[src/rtl/oled_seq_ctrl_if.sv]
// Host byte stream, SPI byte-engine handshake and panel pin bundle for the OLED sequencer.
// master = sequencer side, slave = host/engine/panel side.
interface oled_seq_ctrl_if;
   logic       start;
   logic       off_req;
   logic       host_valid;
   logic       host_dc;
   logic [7:0] host_data;
   logic       host_ready;
   logic       spi_en;
   logic [7:0] spi_data;
   logic       spi_fin;
   logic       dc;
   logic       res_n;
   logic       vdd_n;
   logic       vbat_n;
   logic       init_done;
   logic       busy;

   modport master (
      input  start, off_req, host_valid, host_dc, host_data, spi_fin,
      output host_ready, spi_en, spi_data, dc, res_n, vdd_n, vbat_n, init_done, busy
   );

   modport slave (
      output start, off_req, host_valid, host_dc, host_data, spi_fin,
      input  host_ready, spi_en, spi_data, dc, res_n, vdd_n, vbat_n, init_done, busy
   );
endinterface

[src/rtl/oled_seq_ctrl.sv]
// SSD1306 power/init sequencer and host byte arbiter; a host byte is accepted in READY and takes one engine byte time + ~4 cycles.
// Backpressure: host_ready only in READY. Define OLED_FAST_SIM_EN to shrink 1 ms to 16 cycles.
module oled_seq_ctrl #(
   parameter int MS_CYCLES = 100000,
   parameter int RES_MS    = 1,
   parameter int VDD_MS    = 1,
   parameter int VBAT_MS   = 100
) (
   input  logic            clk,
   input  logic            rst_n,
   oled_seq_ctrl_if.master bus
);

`ifdef OLED_FAST_SIM_EN
   localparam logic [16:0] PSC_TC = 17'd15;
`else
   localparam logic [16:0] PSC_TC = 17'(MS_CYCLES - 1);
`endif

   typedef enum logic [3:0] {
      S_OFF, S_VDD_ON, S_RES_LO, S_RES_HI, S_CMD1, S_VBAT_ON, S_CMD2, S_READY,
      S_XFER, S_PD_CMD, S_PD_VBAT, S_PD_VDD, S_SEND_REQ, S_SEND_REL
   } state_t;

   state_t      state, state_nxt, ret_state;
   logic [3:0]  ptr;
   logic [16:0] psc;
   logic [7:0]  ms_cnt;
   logic [7:0]  spi_data_q;
   logic        dc_q, res_n_q, vdd_n_q, vbat_n_q, init_q;
   logic        tick, dly_done;

   assign tick     = (psc == PSC_TC);
   assign dly_done = tick && (ms_cnt == 8'd1);

   function automatic logic [7:0] cmd_rom(input logic list2, input logic [3:0] a);
      logic [7:0] b;
      case ({list2, a})
         5'h00: b = 8'hAE;  5'h01: b = 8'h8D;  5'h02: b = 8'h14;
         5'h03: b = 8'hD9;  5'h04: b = 8'hF1;
         5'h10: b = 8'h81;  5'h11: b = 8'h0F;  5'h12: b = 8'hA1;
         5'h13: b = 8'hC8;  5'h14: b = 8'hDA;  5'h15: b = 8'h20;
         5'h16: b = 8'hAF;
         default: b = 8'hAE;
      endcase
      return b;
   endfunction

   function automatic logic [7:0] dly_ms(input state_t s);
      logic [7:0] n;
      case (s)
         S_VDD_ON:             n = 8'(VDD_MS);
         S_RES_LO, S_RES_HI:   n = 8'(RES_MS);
         S_VBAT_ON, S_PD_VBAT: n = 8'(VBAT_MS);
         default:              n = 8'd0;
      endcase
      return n;
   endfunction

   always_ff @(posedge clk or negedge rst_n) begin
      if (!rst_n) state <= S_OFF;
      else        state <= state_nxt;
   end

   always_comb begin
      state_nxt = state;
      case (state)
         S_OFF:      if (bus.start) state_nxt = S_VDD_ON;
         S_VDD_ON:   if (dly_done) state_nxt = S_RES_LO;
         S_RES_LO:   if (dly_done) state_nxt = S_RES_HI;
         S_RES_HI:   if (dly_done) state_nxt = S_CMD1;
         S_CMD1:     state_nxt = (ptr == 4'd5) ? S_VBAT_ON : S_SEND_REQ;
         S_VBAT_ON:  if (dly_done) state_nxt = S_CMD2;
         S_CMD2:     state_nxt = (ptr == 4'd7) ? S_READY : S_SEND_REQ;
         S_READY: begin
            // a host byte beats a simultaneous off_req; off_req is seen again on return
            if (bus.host_valid)   state_nxt = S_XFER;
            else if (bus.off_req) state_nxt = S_PD_CMD;
         end
         S_XFER:     state_nxt = S_SEND_REQ;
         S_PD_CMD:   state_nxt = (ptr == 4'd1) ? S_PD_VBAT : S_SEND_REQ;
         S_PD_VBAT:  if (dly_done) state_nxt = S_PD_VDD;
         S_PD_VDD:   state_nxt = S_OFF;
         S_SEND_REQ: if (bus.spi_fin) state_nxt = S_SEND_REL;
         S_SEND_REL: if (!bus.spi_fin) state_nxt = ret_state;
         default:    state_nxt = S_OFF;
      endcase
   end

   always_ff @(posedge clk or negedge rst_n) begin
      if (!rst_n) begin
         ret_state  <= S_OFF;
         ptr        <= 4'd0;
         psc        <= 17'd0;
         ms_cnt     <= 8'd0;
         spi_data_q <= 8'h00;
         dc_q       <= 1'b0;
         res_n_q    <= 1'b1;
         vdd_n_q    <= 1'b1;
         vbat_n_q   <= 1'b1;
         init_q     <= 1'b0;
      end else begin
         // delay restarts on every state change so each wait is exactly N ms
         if (state != state_nxt) begin
            psc    <= 17'd0;
            ms_cnt <= dly_ms(state_nxt);
            case (state_nxt)
               S_VDD_ON:  vdd_n_q  <= 1'b0;
               S_RES_LO:  res_n_q  <= 1'b0;
               S_RES_HI:  res_n_q  <= 1'b1;
               S_VBAT_ON: vbat_n_q <= 1'b0;
               S_READY:   init_q   <= 1'b1;
               S_PD_CMD:  init_q   <= 1'b0;
               S_PD_VBAT: vbat_n_q <= 1'b1;
               S_PD_VDD: begin
                  vdd_n_q <= 1'b1;
                  res_n_q <= 1'b1;
               end
               default: ;
            endcase
         end else begin
            psc <= tick ? 17'd0 : psc + 17'd1;
            if (tick && ms_cnt != 8'd0) ms_cnt <= ms_cnt - 8'd1;
         end

         if ((state == S_RES_HI && state_nxt == S_CMD1) ||
             (state == S_VBAT_ON && state_nxt == S_CMD2) ||
             (state == S_READY && state_nxt == S_PD_CMD))
            ptr <= 4'd0;

         if (state == S_READY && bus.host_valid) begin
            spi_data_q <= bus.host_data;
            dc_q       <= bus.host_dc;
         end

         // byte and D/C only change here, where spi_en and spi_fin are both low
         if (state != S_SEND_REQ && state_nxt == S_SEND_REQ) begin
            case (state)
               S_CMD1: begin
                  spi_data_q <= cmd_rom(1'b0, ptr);
                  dc_q       <= 1'b0;
                  ptr        <= ptr + 4'd1;
                  ret_state  <= S_CMD1;
               end
               S_CMD2: begin
                  spi_data_q <= cmd_rom(1'b1, ptr);
                  dc_q       <= 1'b0;
                  ptr        <= ptr + 4'd1;
                  ret_state  <= S_CMD2;
               end
               S_PD_CMD: begin
                  spi_data_q <= 8'hAE;
                  dc_q       <= 1'b0;
                  ptr        <= ptr + 4'd1;
                  ret_state  <= S_PD_CMD;
               end
               default: ret_state <= S_READY;
            endcase
         end
      end
   end

   assign bus.spi_en     = (state == S_SEND_REQ);
   assign bus.spi_data   = spi_data_q;
   assign bus.dc         = dc_q;
   assign bus.res_n      = res_n_q;
   assign bus.vdd_n      = vdd_n_q;
   assign bus.vbat_n     = vbat_n_q;
   assign bus.host_ready = (state == S_READY);
   assign bus.init_done  = init_q;
   assign bus.busy       = (state != S_OFF) && (state != S_READY);

endmodule

[src/flat_wrapper.sv]
// flat-port wrapper written by rule: the top's interface ports become plain ports
module oled_seq_ctrl_flat 
#(
   parameter int MS_CYCLES = 100000,
   parameter int RES_MS    = 1,
   parameter int VDD_MS    = 1,
   parameter int VBAT_MS   = 100
)
  (clk, rst_n, bus_start, bus_off_req, bus_host_valid, bus_host_dc, bus_host_data, bus_spi_fin, bus_host_ready, bus_spi_en, bus_spi_data, bus_dc, bus_res_n, bus_vdd_n, bus_vbat_n, bus_init_done, bus_busy);
  oled_seq_ctrl_if bus_i ();
  input  logic clk;
  input  logic rst_n;
  input wire logic [$bits(bus_i.start)-1:0] bus_start;
  input wire logic [$bits(bus_i.off_req)-1:0] bus_off_req;
  input wire logic [$bits(bus_i.host_valid)-1:0] bus_host_valid;
  input wire logic [$bits(bus_i.host_dc)-1:0] bus_host_dc;
  input wire logic [$bits(bus_i.host_data)-1:0] bus_host_data;
  input wire logic [$bits(bus_i.spi_fin)-1:0] bus_spi_fin;
  output wire logic [$bits(bus_i.host_ready)-1:0] bus_host_ready;
  output wire logic [$bits(bus_i.spi_en)-1:0] bus_spi_en;
  output wire logic [$bits(bus_i.spi_data)-1:0] bus_spi_data;
  output wire logic [$bits(bus_i.dc)-1:0] bus_dc;
  output wire logic [$bits(bus_i.res_n)-1:0] bus_res_n;
  output wire logic [$bits(bus_i.vdd_n)-1:0] bus_vdd_n;
  output wire logic [$bits(bus_i.vbat_n)-1:0] bus_vbat_n;
  output wire logic [$bits(bus_i.init_done)-1:0] bus_init_done;
  output wire logic [$bits(bus_i.busy)-1:0] bus_busy;
  assign bus_i.start = bus_start;
  assign bus_i.off_req = bus_off_req;
  assign bus_i.host_valid = bus_host_valid;
  assign bus_i.host_dc = bus_host_dc;
  assign bus_i.host_data = bus_host_data;
  assign bus_i.spi_fin = bus_spi_fin;
  assign bus_host_ready = bus_i.host_ready;
  assign bus_spi_en = bus_i.spi_en;
  assign bus_spi_data = bus_i.spi_data;
  assign bus_dc = bus_i.dc;
  assign bus_res_n = bus_i.res_n;
  assign bus_vdd_n = bus_i.vdd_n;
  assign bus_vbat_n = bus_i.vbat_n;
  assign bus_init_done = bus_i.init_done;
  assign bus_busy = bus_i.busy;
  oled_seq_ctrl #(.MS_CYCLES(MS_CYCLES), .RES_MS(RES_MS), .VDD_MS(VDD_MS), .VBAT_MS(VBAT_MS)) u_core (.clk(clk), .rst_n(rst_n), .bus(bus_i));
endmodule
[config.mk]
export PLATFORM = sky130hd
export DESIGN_NAME = oled_seq_ctrl_flat
export DESIGN_NICKNAME = d
export VERILOG_FILES = /design/src/rtl/oled_seq_ctrl_if.sv /design/src/rtl/oled_seq_ctrl.sv /design/src/flat_wrapper.sv
export SDC_FILE = /design/constraint.sdc
export NUM_CORES = 1
export LEC_CHECK = 0
export CAP_MARGIN = 20
export CORE_MARGIN = 2
export CORE_UTILIZATION = 50
export CTS_CLUSTER_DIAMETER = 100
export DETAILED_ROUTE_END_ITERATION = 10
export PLACE_DENSITY = 0.74
export SLEW_MARGIN = 20
export SYNTH_ARGS = -nofsm -noshare
export SYNTH_HDL_FRONTEND = slang
export SYNTH_SLANG_ARGS = --single-unit
[constraint.sdc]
create_clock -name clk -period 3.4 [get_ports clk]
set_clock_uncertainty 0.15 [all_clocks]
set_input_delay 0.51 -clock clk [delete_from_list [all_inputs] [get_ports clk]]
set_output_delay 0.51 -clock clk [all_outputs]
set_load 0.01 [all_outputs]
# Yosys cells after proc, flatten, opt, wreduce, memory -nomap -nowiden
# Cells that the tools add are included.
# W data, S select, Z words.
[totals]
out_inout_bits = 16
ram_bits = 0
mem_count = 0
rom_bits = 0
latch_bits = 0
register_bits = 50
[classes]
n_eq_ne = 35
add_sub_neg = 3
n_mux = 35
bitwise_logic = 0
reduce_logical = 27
multipliers = 0
shifts = 0
div_mod_pow = 0
magnitude_cmp = 0
[op_table]
columns = ["cell", "count"]
rows = [
  ["$mux W4", 15],
  ["$pmux W8 S7", 1],
  ["$pmux W4 S13", 1],
  ["$eq A4 B3 Y1 const B", 12],
  ["$eq A4 B4 Y1 const B", 9],
  ["$mux W17", 2],
  ["$mux W8", 4],
  ["$pmux W8 S4", 1],
  ["$eq A4 B2 Y1 const B", 6],
  ["$pmux W8 S3", 1],
  ["$add A17 B1 Y17 const B", 1],
  ["$eq A17 B17 Y1 const B", 1],
  ["$pmux W7 S2", 1],
  ["$eq A4 B1 Y1 const B", 3],
  ["$pmux W4 S3", 1],
  ["$reduce_bool A2 Y1", 5],
  ["$eq A8 B1 Y1 const B", 1],
  ["$logic_and A1 B1 Y1", 8],
  ["$logic_not A4 Y1", 2],
  ["$pmux W1 S2", 4],
  ["$reduce_and A2 Y1", 4],
  ["$reduce_bool A8 Y1", 1],
  ["$sub A8 B1 Y8 const B", 1],
  ["$reduce_or A3 Y1", 2],
  ["9 further kinds", 13],
]

# Depth between registers and ports, before layout
# Gate-level depths: netlist (run 1).
[logic_depth]
word_depth = 11
mapped_depth = 11

# Least setup slack after synthesis (run 1)
# OpenSTA, ideal clock, no wires.
[synth_path]
path_type = "reg-to-reg"
from = "register u_core.ptr[1]"
to = "register u_core.ms_cnt[2]"
required_time_ps = 3120
slack_ps = 752
stages_incl_launch_ff = 12
n_path_buf = 2
t_arrival_ps = 2369
cell_sequence = "dfrtp_1 -> inv_1 -> ha_1 -> clkbuf_1 -> nor4b_1 -> a31oi_1 -> or3b_2 -> nand4_1 -> buf_4 -> nor4b_2 -> a311oi_2 -> nor2_1"
[synth_via]
elab_chain_cells = 7
elab_cells_between_ends = 18
[synth_rtl]
columns = ["item", "line_no", "source"]
rows = [
  ["from (decl)", "oled_seq_ctrl.sv:26", "logic [3:0] ptr;"],
  ["from (signal assigned)", "oled_seq_ctrl.sv:142", "ptr <= ptr + 4'd1;"],
  ["from (signal assigned)", "oled_seq_ctrl.sv:148", "ptr <= ptr + 4'd1;"],
  ["from (signal assigned)", "oled_seq_ctrl.sv:154", "ptr <= ptr + 4'd1;"],
  ["$eq A4 B1 Y1 or $eq A4 B3 Y1 (tied branches)", "oled_seq_ctrl.sv:81, oled_seq_ctrl.sv:74", ""],
  ["$mux W3 or $mux W4 (tied branches)", "oled_seq_ctrl.sv:81, oled_seq_ctrl.sv:74", ""],
  ["$pmux W4 S13 *", "oled_seq_ctrl.sv:67", "case (state)"],
  ["named net u_core.state_nxt[1]", "oled_seq_ctrl.sv:25", "state_t state, state_nxt, ret_state;"],
  ["$eq A4 B2 Y1, or another cell as far along", "oled_seq_ctrl.sv:51", "case (s)"],
  ["$reduce_or A3 Y1 (no line) or $reduce_or A2 Y1 (tied branches)", "--", ""],
  ["$pmux W7 S2", "oled_seq_ctrl.sv:51", ""],
  ["$mux W8", "oled_seq_ctrl.sv:104", "if (state != state_nxt) begin"],
  ["to (signal assigned)", "oled_seq_ctrl.sv:106", "ms_cnt <= dly_ms(state_nxt);"],
  ["to (signal assigned)", "oled_seq_ctrl.sv:123", "if (tick && ms_cnt != 8'd0) ms_cnt <= ms_cnt - 8'd1;"],
  ["to (decl)", "oled_seq_ctrl.sv:28", "logic [7:0] ms_cnt;"],
]
# Mark *: on every way through the listed nets, which the timed path passes. The rest lies on a longest branch.
# A chain may end at the register's enable or synchronous reset.

# Worst setup path after layout (run 1)
[layout_path]
from = "register u_core.psc[1]"
to = "register u_core.spi_data_q[6], in the netlist u_core.bus.spi_data[6]"
[layout_via]
elab_chain_cells = 7
elab_cells_between_ends = 11
[layout_rtl]
columns = ["item", "line_no", "source"]
rows = [
  ["from (decl)", "oled_seq_ctrl.sv:27", "logic [16:0] psc;"],
  ["from (signal assigned)", "oled_seq_ctrl.sv:122", "psc <= tick ? 17'd0 : psc + 17'd1;"],
  ["$eq A17 B17 Y1 *", "oled_seq_ctrl.sv:33", "assign tick = (psc == PSC_TC);"],
  ["$logic_and A1 B1 Y1 *", "oled_seq_ctrl.sv:34", "assign dly_done = tick && (ms_cnt == 8'd1);"],
  ["$mux W4 (on tied branches)", "--", ""],
  ["$pmux W4 S13 *", "oled_seq_ctrl.sv:67", ""],
  ["named net u_core.state_nxt[0]", "oled_seq_ctrl.sv:25", ""],
  ["$eq A4 B4 Y1 *", "oled_seq_ctrl.sv:137", "if (state != S_SEND_REQ && state_nxt == S_SEND_REQ) begin"],
  ["$logic_and A1 B1 Y1 *", "oled_seq_ctrl.sv:137", ""],
  ["$mux W8 *", "oled_seq_ctrl.sv:137", ""],
  ["to (signal assigned)", "oled_seq_ctrl.sv:132", "spi_data_q <= bus.host_data;"],
  ["to (signal assigned)", "oled_seq_ctrl.sv:140", "spi_data_q <= cmd_rom(1'b0, ptr);"],
  ["to (signal assigned)", "oled_seq_ctrl.sv:146", "spi_data_q <= cmd_rom(1'b1, ptr);"],
  ["to (decl)", "oled_seq_ctrl.sv:29", "logic [7:0] spi_data_q;"],
]
# Marked as above.

==> metrics, run 1 <==
status=complete, no violations; Synth top cells by count=47 x dfrtp_1, 41 x nor2_1, 20 x a21oi_1, 20 x nand2_1, 17 x nand3_1; FF+latch count, synth=50; cell accounting for the most synthesized area=dfrtp_1; synth warn=0; via count=2873; # diodes=0; period utilisation layout=87.67%; clk buf depth=2; WL per Instance=16.39 um; Synth top area share=35.84%; Rows=29; vias per cell=6.192; Distinct cells, synth=72; Least-Margin Pin Slew=878.5 ps; most common cell in the synthesized netlist=dfrtp_1; max_cap viols=0; maximum net fanout on the critical path=9; total count of max-transition violations in the final report=0; Slew headroom=41.43%; PortBufs=30; Setup Fix Bufs, Post-CTS=0; Post-synth EDFFs=0; slowest CP cell=o21ai_0; Worst EP arrival=3090 ps; Sink Count=50; CP cell instances=ha_1, and4_1, nand4_2, o21ai_0, nand3_2, nor2_2, nor4b_4, a32o_1; sequential area share after synthesis=38.24%; min Tclk post-route=2981 ps; PD cells=270.0 mW/mm^2; worst stage delay on the critical path=430 ps; initial antenna violation count=0; Clock Root Buffer=clkbuf_8; RSZ-0062 raised after global routing=no; area delta synth->final=15.06%; DIE WIDTH=85.02 um; crit end category=flop; final net count=409; DR pass1 iterations=5; prevailing post-synth register cell=dfrtp_1; H-tree depth=2; Top Ports=31; Total GRT Usage=22.56%; Starting Density=51.68%; HPWL Detailed=5573 um; final setup violation count=0; DR iter-0 viols=226; DP Worst Slack=246.4 ps; core area=0.006350 mm^2; wire length on met3=471 um; Clock transition at path regs=110 ps; top post-synthesis cells by area=dfrtp_1 36%, nor2_1 4.7%, xor2_1 4.3%; Synth Area per Inst=9.297 um^2; Synth Net Count=376; Placer Congestion=0.9105; Hold Buf Count CTS=0; layout cell share with drive strength beyond 1=16.54%; routed wl met2=3615 um; final antenna-violating net count=0; DRC=0; Leakage Power=1.617 nW; vias in the first global route=2826; HP Class=input pin to asynchronous set/reset pin; f_max=0.3355 GHz; slack of the critical path=419.2 ps; Syn Inst Count=353; Pwr Total=1.020 mW; fraction of registers with async set/reset=100.0%; post_cts resized=0; final wirelength=7607 um; CP Launch Type=flop; Die H=85.02 um; CP required=3510 ps; pin count of the biggest net entering global routing=40; Die ar.=0.007228 mm^2; final hold vios=0; DR top layer=met4; grt total ovfl=0; Worst Setup Path Type=flop to flop; mapped cell area=0.003282 mm^2; first-pass GRT wire length=13260 um; Clk Latency, worst-skew pair=320 ps; routed length on met1=3336 um; CTS tree=yes; CTS Buf Count=5; Fin Setup TNS=0 ps; maximum vdd drop=0.1844 mV
sequential cells by signal, indices dropped and copies added, names as in the netlist:
name,cells
u_core.bus.spi_data,8
u_core.ptr,4
u_core.psc,17
u_core.bus.res_n,1
u_core.bus.dc,1
u_core.ret_state,4
u_core.bus.vdd_n,1
u_core.bus.vbat_n,1
u_core.ms_cnt,8
u_core.state,4
u_core.bus.init_done,1
area by class of cell:
| type | instances | area (um^2) |
|---|---|---|
| Fill cell | 548 | 2574 |
| Sequential cell | 50 | 1255 |
| Inverter | 14 | 52.55 |
| Clock inverter | 3 | 28.78 |
| Timing Repair Buffer | 43 | 392.9 |
| Clock buffer | 5 | 68.82 |
| Multi-Input combinational cell | 272 | 1882 |
| Tap cell | 77 | 96.34 |
cell families (layout without fill, tap and decap cells):
logic type      Yosys count  in the layout  share of synthesized area, %
mux                       6              6                         1.944
simple gates            153            153                         27.79
buf+inv                  31             65                         4.422
flops                    50             50                         38.24
xor+xnor                 23             23                         6.138
compound gates           81             81                         18.11
fa+ha+maj                 9              9                         3.355
power breakdown:
group / switching, mW / internal (mW)
Combinational: 0.0186 / 0.0164
Sequential: 0 / 0.594
Clock: 0.236 / 0.155
Total: 0.254 / 0.766
cell usage in the layout (no fill, tap or decap), types with 4 or more instances in the layout:
master and count:
o22ai_1 4, dfrtp_1 47, nor3_1 12, nand2b_1 5
xnor2_1 7, clkbuf_8 5, a31oi_1 10, a21oi_1 20
inv_1 14, o21ai_0 15, xor2_1 16, nor2_1 41
nor2_2 10, nand2_1 20, and3_1 4, clkdlybuf4s50_1 29
buf_4 13, nand4_1 6, nand3_1 17, ha_1 8
per-stage QoR:
step	cells	hold WS (ps)	util, %	cell area, um^2
floorplan	353	64.41	-	3282
global placement	456	322.4	57.93	3679
detailed placement	456	331.0	57.93	3679
CTS	464	186.0	59.47	3776
global route	464	230.4	59.47	3776
finish	464	144.5	59.47	3776
final timing paths:
| check | depth (start not counted) | from | to | slack (ps) |
|---|---|---|---|---|
| hold reg to reg | 1 | u_core.psc[0]$_DFF_PN0_ | u_core.psc[0]$_DFF_PN0_ | 340 |
| min in group clk | 1 | u_core.psc[0]$_DFF_PN0_ | u_core.psc[0]$_DFF_PN0_ | 340 |
| hold / removal | 1 | rst_n | u_core.state[2]$_DFF_PN0_ | 140 |
| max in group asynchronous | 2 | rst_n | u_core.ret_state[1]$_DFFE_PN0N_ | 2230 |
| setup reg to reg | 8 | u_core.psc[1]$_DFF_PN0_ | u_core.bus.spi_data[6]$_DFF_PN0_ | 420 |
| setup / recovery | 8 | u_core.psc[1]$_DFF_PN0_ | u_core.bus.spi_data[6]$_DFF_PN0_ | 420 |
metal layers:
metal / vias to the layer above / global-route usage [%]
li1: 1336 / -
met1: 1403 / 30.36
met2: 109 / 35.94
met3: 25 / 4.572
met4: 0 / 8.802
met5: - / 0
worst max-delay path: cells and delay by family (launching register included):
| kind | cells | cell delay (ps) |
|---|---|---|
| AOI/OAI and AO/OA | 2 | 680 |
| adders and majority gates | 1 | 230 |
| DFF | 1 | 390 |
| and+or+nand+nor | 5 | 1460 |
Power figures use the tool's default switching activity.
==> run 2, diff against run 1 <==
- CORE_ASPECT_RATIO: unset -> 0.5
==> run 2 against run 1 <==
  * Non-clock buffer count decreased by 3
  * Clock power up 54%
  * Combinational power about the same
  * Sequential cell count is the same
  * Sequential share of layout area fell by 0.62 points
  * Fmax fell by 6.0%
  * Wire length grew 3.2%
  * Core utilization grew 2.5 points
  * Final cell count is 1.7% higher
  * Critical path type unchanged
  * Largest cell class unchanged
==> metrics, run 2 (synthesized netlist as in run 1, its figures left out) <==
status=complete, no violations; final hold vios=0 (unchanged); Largest register FFs=17 (unchanged); first-pass GRT wire length=13320 um (+0.42%); grt total ovfl=0 (unchanged); via count=2772 (-3.5%); Placer Congestion=0.8624 (-5.3%); HP Class=input pin to asynchronous set/reset pin; clk buf depth=2 (unchanged); Leakage Power=1.640 nW (+1.5%); PortBufs=30 (unchanged); R2R Setup Slk=230 ps (-190 ps); Rows=20 (-31%); Clock transition at path regs=70 ps (-40 ps); CP delay by family, top=simple AND/OR/NAND/NOR gates; Worst Setup Path Type=flop to flop; initial antenna violation count=0 (unchanged); Clock Root Buffer=clkbuf_16; post_cts resized=0 (unchanged); DR pass1 iterations=5 (unchanged); DR iter-0 viols=262 (+16%); max_cap viols=0 (unchanged); CP cell instances=nand2b_4, nor3b_2, a222oi_1, nand3_2, nor2_2, nor4b_4, a32o_1; crit end category=flop; final setup violation count=0 (unchanged); Worst EP arrival=3250 ps (+160 ps); HPWL Detailed=5643 um (+1.3%); slowest CP cell=dfrtp_1; CTS Buf Count=5 (unchanged); Top Ports=31 (unchanged); WL per Instance=16.64 um (+1.5%); final net count=406 (-0.73%); final antenna-violating net count=0 (unchanged); WP buf/inv=0 (unchanged); Hold Buf Count CTS=0 (unchanged); maximum net fanout on the critical path=20 (+11); H-tree depth=2 (unchanged); DRC=0 (unchanged); period utilisation layout=93.22% (+5.5 points); CTS tree=yes; fillers=532 (-2.9%); cell count after placement=464 (+1.8%); area delta synth->final=17.23%; # diodes=0 (unchanged); commonest non-fill, non-tap cells in the layout=47 x dfrtp_1, 41 x nor2_1, 29 x clkdlybuf4s50_1; CP required=3480 ps (-30 ps); Finished Layout Cells=472 (+1.7%); Starting Density=52.88% (+1.2 points); Slew headroom=54.64% (+13 points); f_max=0.3155 GHz (-6.0%); Least-Margin Pin Slew=680.4 ps (-198.2 ps); pin count of the biggest net entering global routing=29 (-28%); Die ar.=0.007267 mm^2 (+0.55%); layout cell share with drive strength beyond 1=15.89% (-0.65 points); Clk Latency, worst-skew pair=300 ps (-20 ps); commonest non-fill, non-tap cell in the layout=dfrtp_1; Fin Setup TNS=0 ps (unchanged); total count of max-transition violations in the final report=0 (unchanged); Hold Slack=105.4 ps (-39.10 ps); CP Launch Type=flop; maximum vdd drop=0.1853 mV (+0.48%); worst stage delay on the critical path=780 ps (+350 ps); PD cells=320.0 mW/mm^2 (+19%); Die H=61.29 um (-28%); Total GRT Usage=23.15% (+0.58 points); min Tclk post-route=3169 ps (+188.7 ps); core area=0.006206 mm^2 (-2.3%); Setup Fix Bufs, Post-CTS=0 (unchanged); RSZ-0062 raised after global routing=no; Sink Count=50 (unchanged); DIE WIDTH=118.6 um (+39%); largest register by flop count=u_core.psc; final wirelength=7854 um (+3.2%); vias per cell=5.873 (-5.2%); vias in the first global route=2702 (-4.4%)
[run 2: changes by cell type in the layout (fill, tap and decap cells not counted)]
cell / change
buf_4: -3
inv_8: -1
clkbuf_16: +5
clkbuf_8: -4
clkinv_4: -1
bufinv_16: +1
[run 2: path summary, 6_finish.rpt]
path                       depth (start not counted)                       from                                to
setup / recovery                                   7  u_core.state[1]$_DFF_PN0_  u_core.bus.spi_data[6]$_DFF_PN0_
hold / removal                                     1                      rst_n         u_core.state[2]$_DFF_PN0_
setup reg to reg                                   7  u_core.state[1]$_DFF_PN0_  u_core.bus.spi_data[6]$_DFF_PN0_
hold reg to reg                                    1    u_core.psc[0]$_DFF_PN0_           u_core.psc[0]$_DFF_PN0_
max in group asynchronous                          2                      rst_n      u_core.bus.vdd_n$_DFFE_PN1P_
min in group clk                                   1    u_core.psc[0]$_DFF_PN0_           u_core.psc[0]$_DFF_PN0_
[run 2: cell type report]
| type | count | area [um^2] | share of cell area, % |
|---|---|---|---|
| tap | 88 | 110.1 | 2.862 |
| inverter | 14 | 52.55 | 1.366 |
| sequential | 50 | 1255 | 32.62 |
| multi-input combinational | 272 | 1882 | 48.91 |
| clock buffer | 6 | 138.9 | 3.610 |
| clock inverter | 2 | 38.79 | 1.008 |
| timing repair buffer | 40 | 370.4 | 9.626 |
[run 2: where the power goes]
part	switching (mW)	leakage, nW	internal, mW
logic	0.0182	0.947	0.0171
registers	0	0.606	0.594
clock network	0.231	0.0875	0.370
[run 2: stage by stage]
step | area, um^2 | utilization (%) | total power [mW] | worst slack (ps)
finish | 3847 | 62.00 | 1.231 | 230.6
global route | 3847 | 62.00 | 1.264 | 2.436
CTS | 3847 | 62.00 | 1.238 | 342.6
detailed placement | 3670 | 59.13 | 0.6419 | 266.0
global placement | 3670 | 59.13 | 0.6409 | 368.8
floorplan | 3282 | - | 0.6109 | 751.9
[run 2: worst reg2reg max path: cells and delay by family, from the launching register on]
kind,cells,cell delay [ps]
AOI/OAI and AO/OA,2,850
and+or+nand+nor,5,1330
DFF,1,780
[run 2: layer usage]
layer	wire length [um]	share of wire, %	global-route usage, %	vias up
met2	3742	48	40.89	65
met3	319	4.1	3.981	10
li1	-	-	-	1333
met5	0	0	0	-
met4	68	0.87	5.272	0
met1	3724	47	30.84	1364
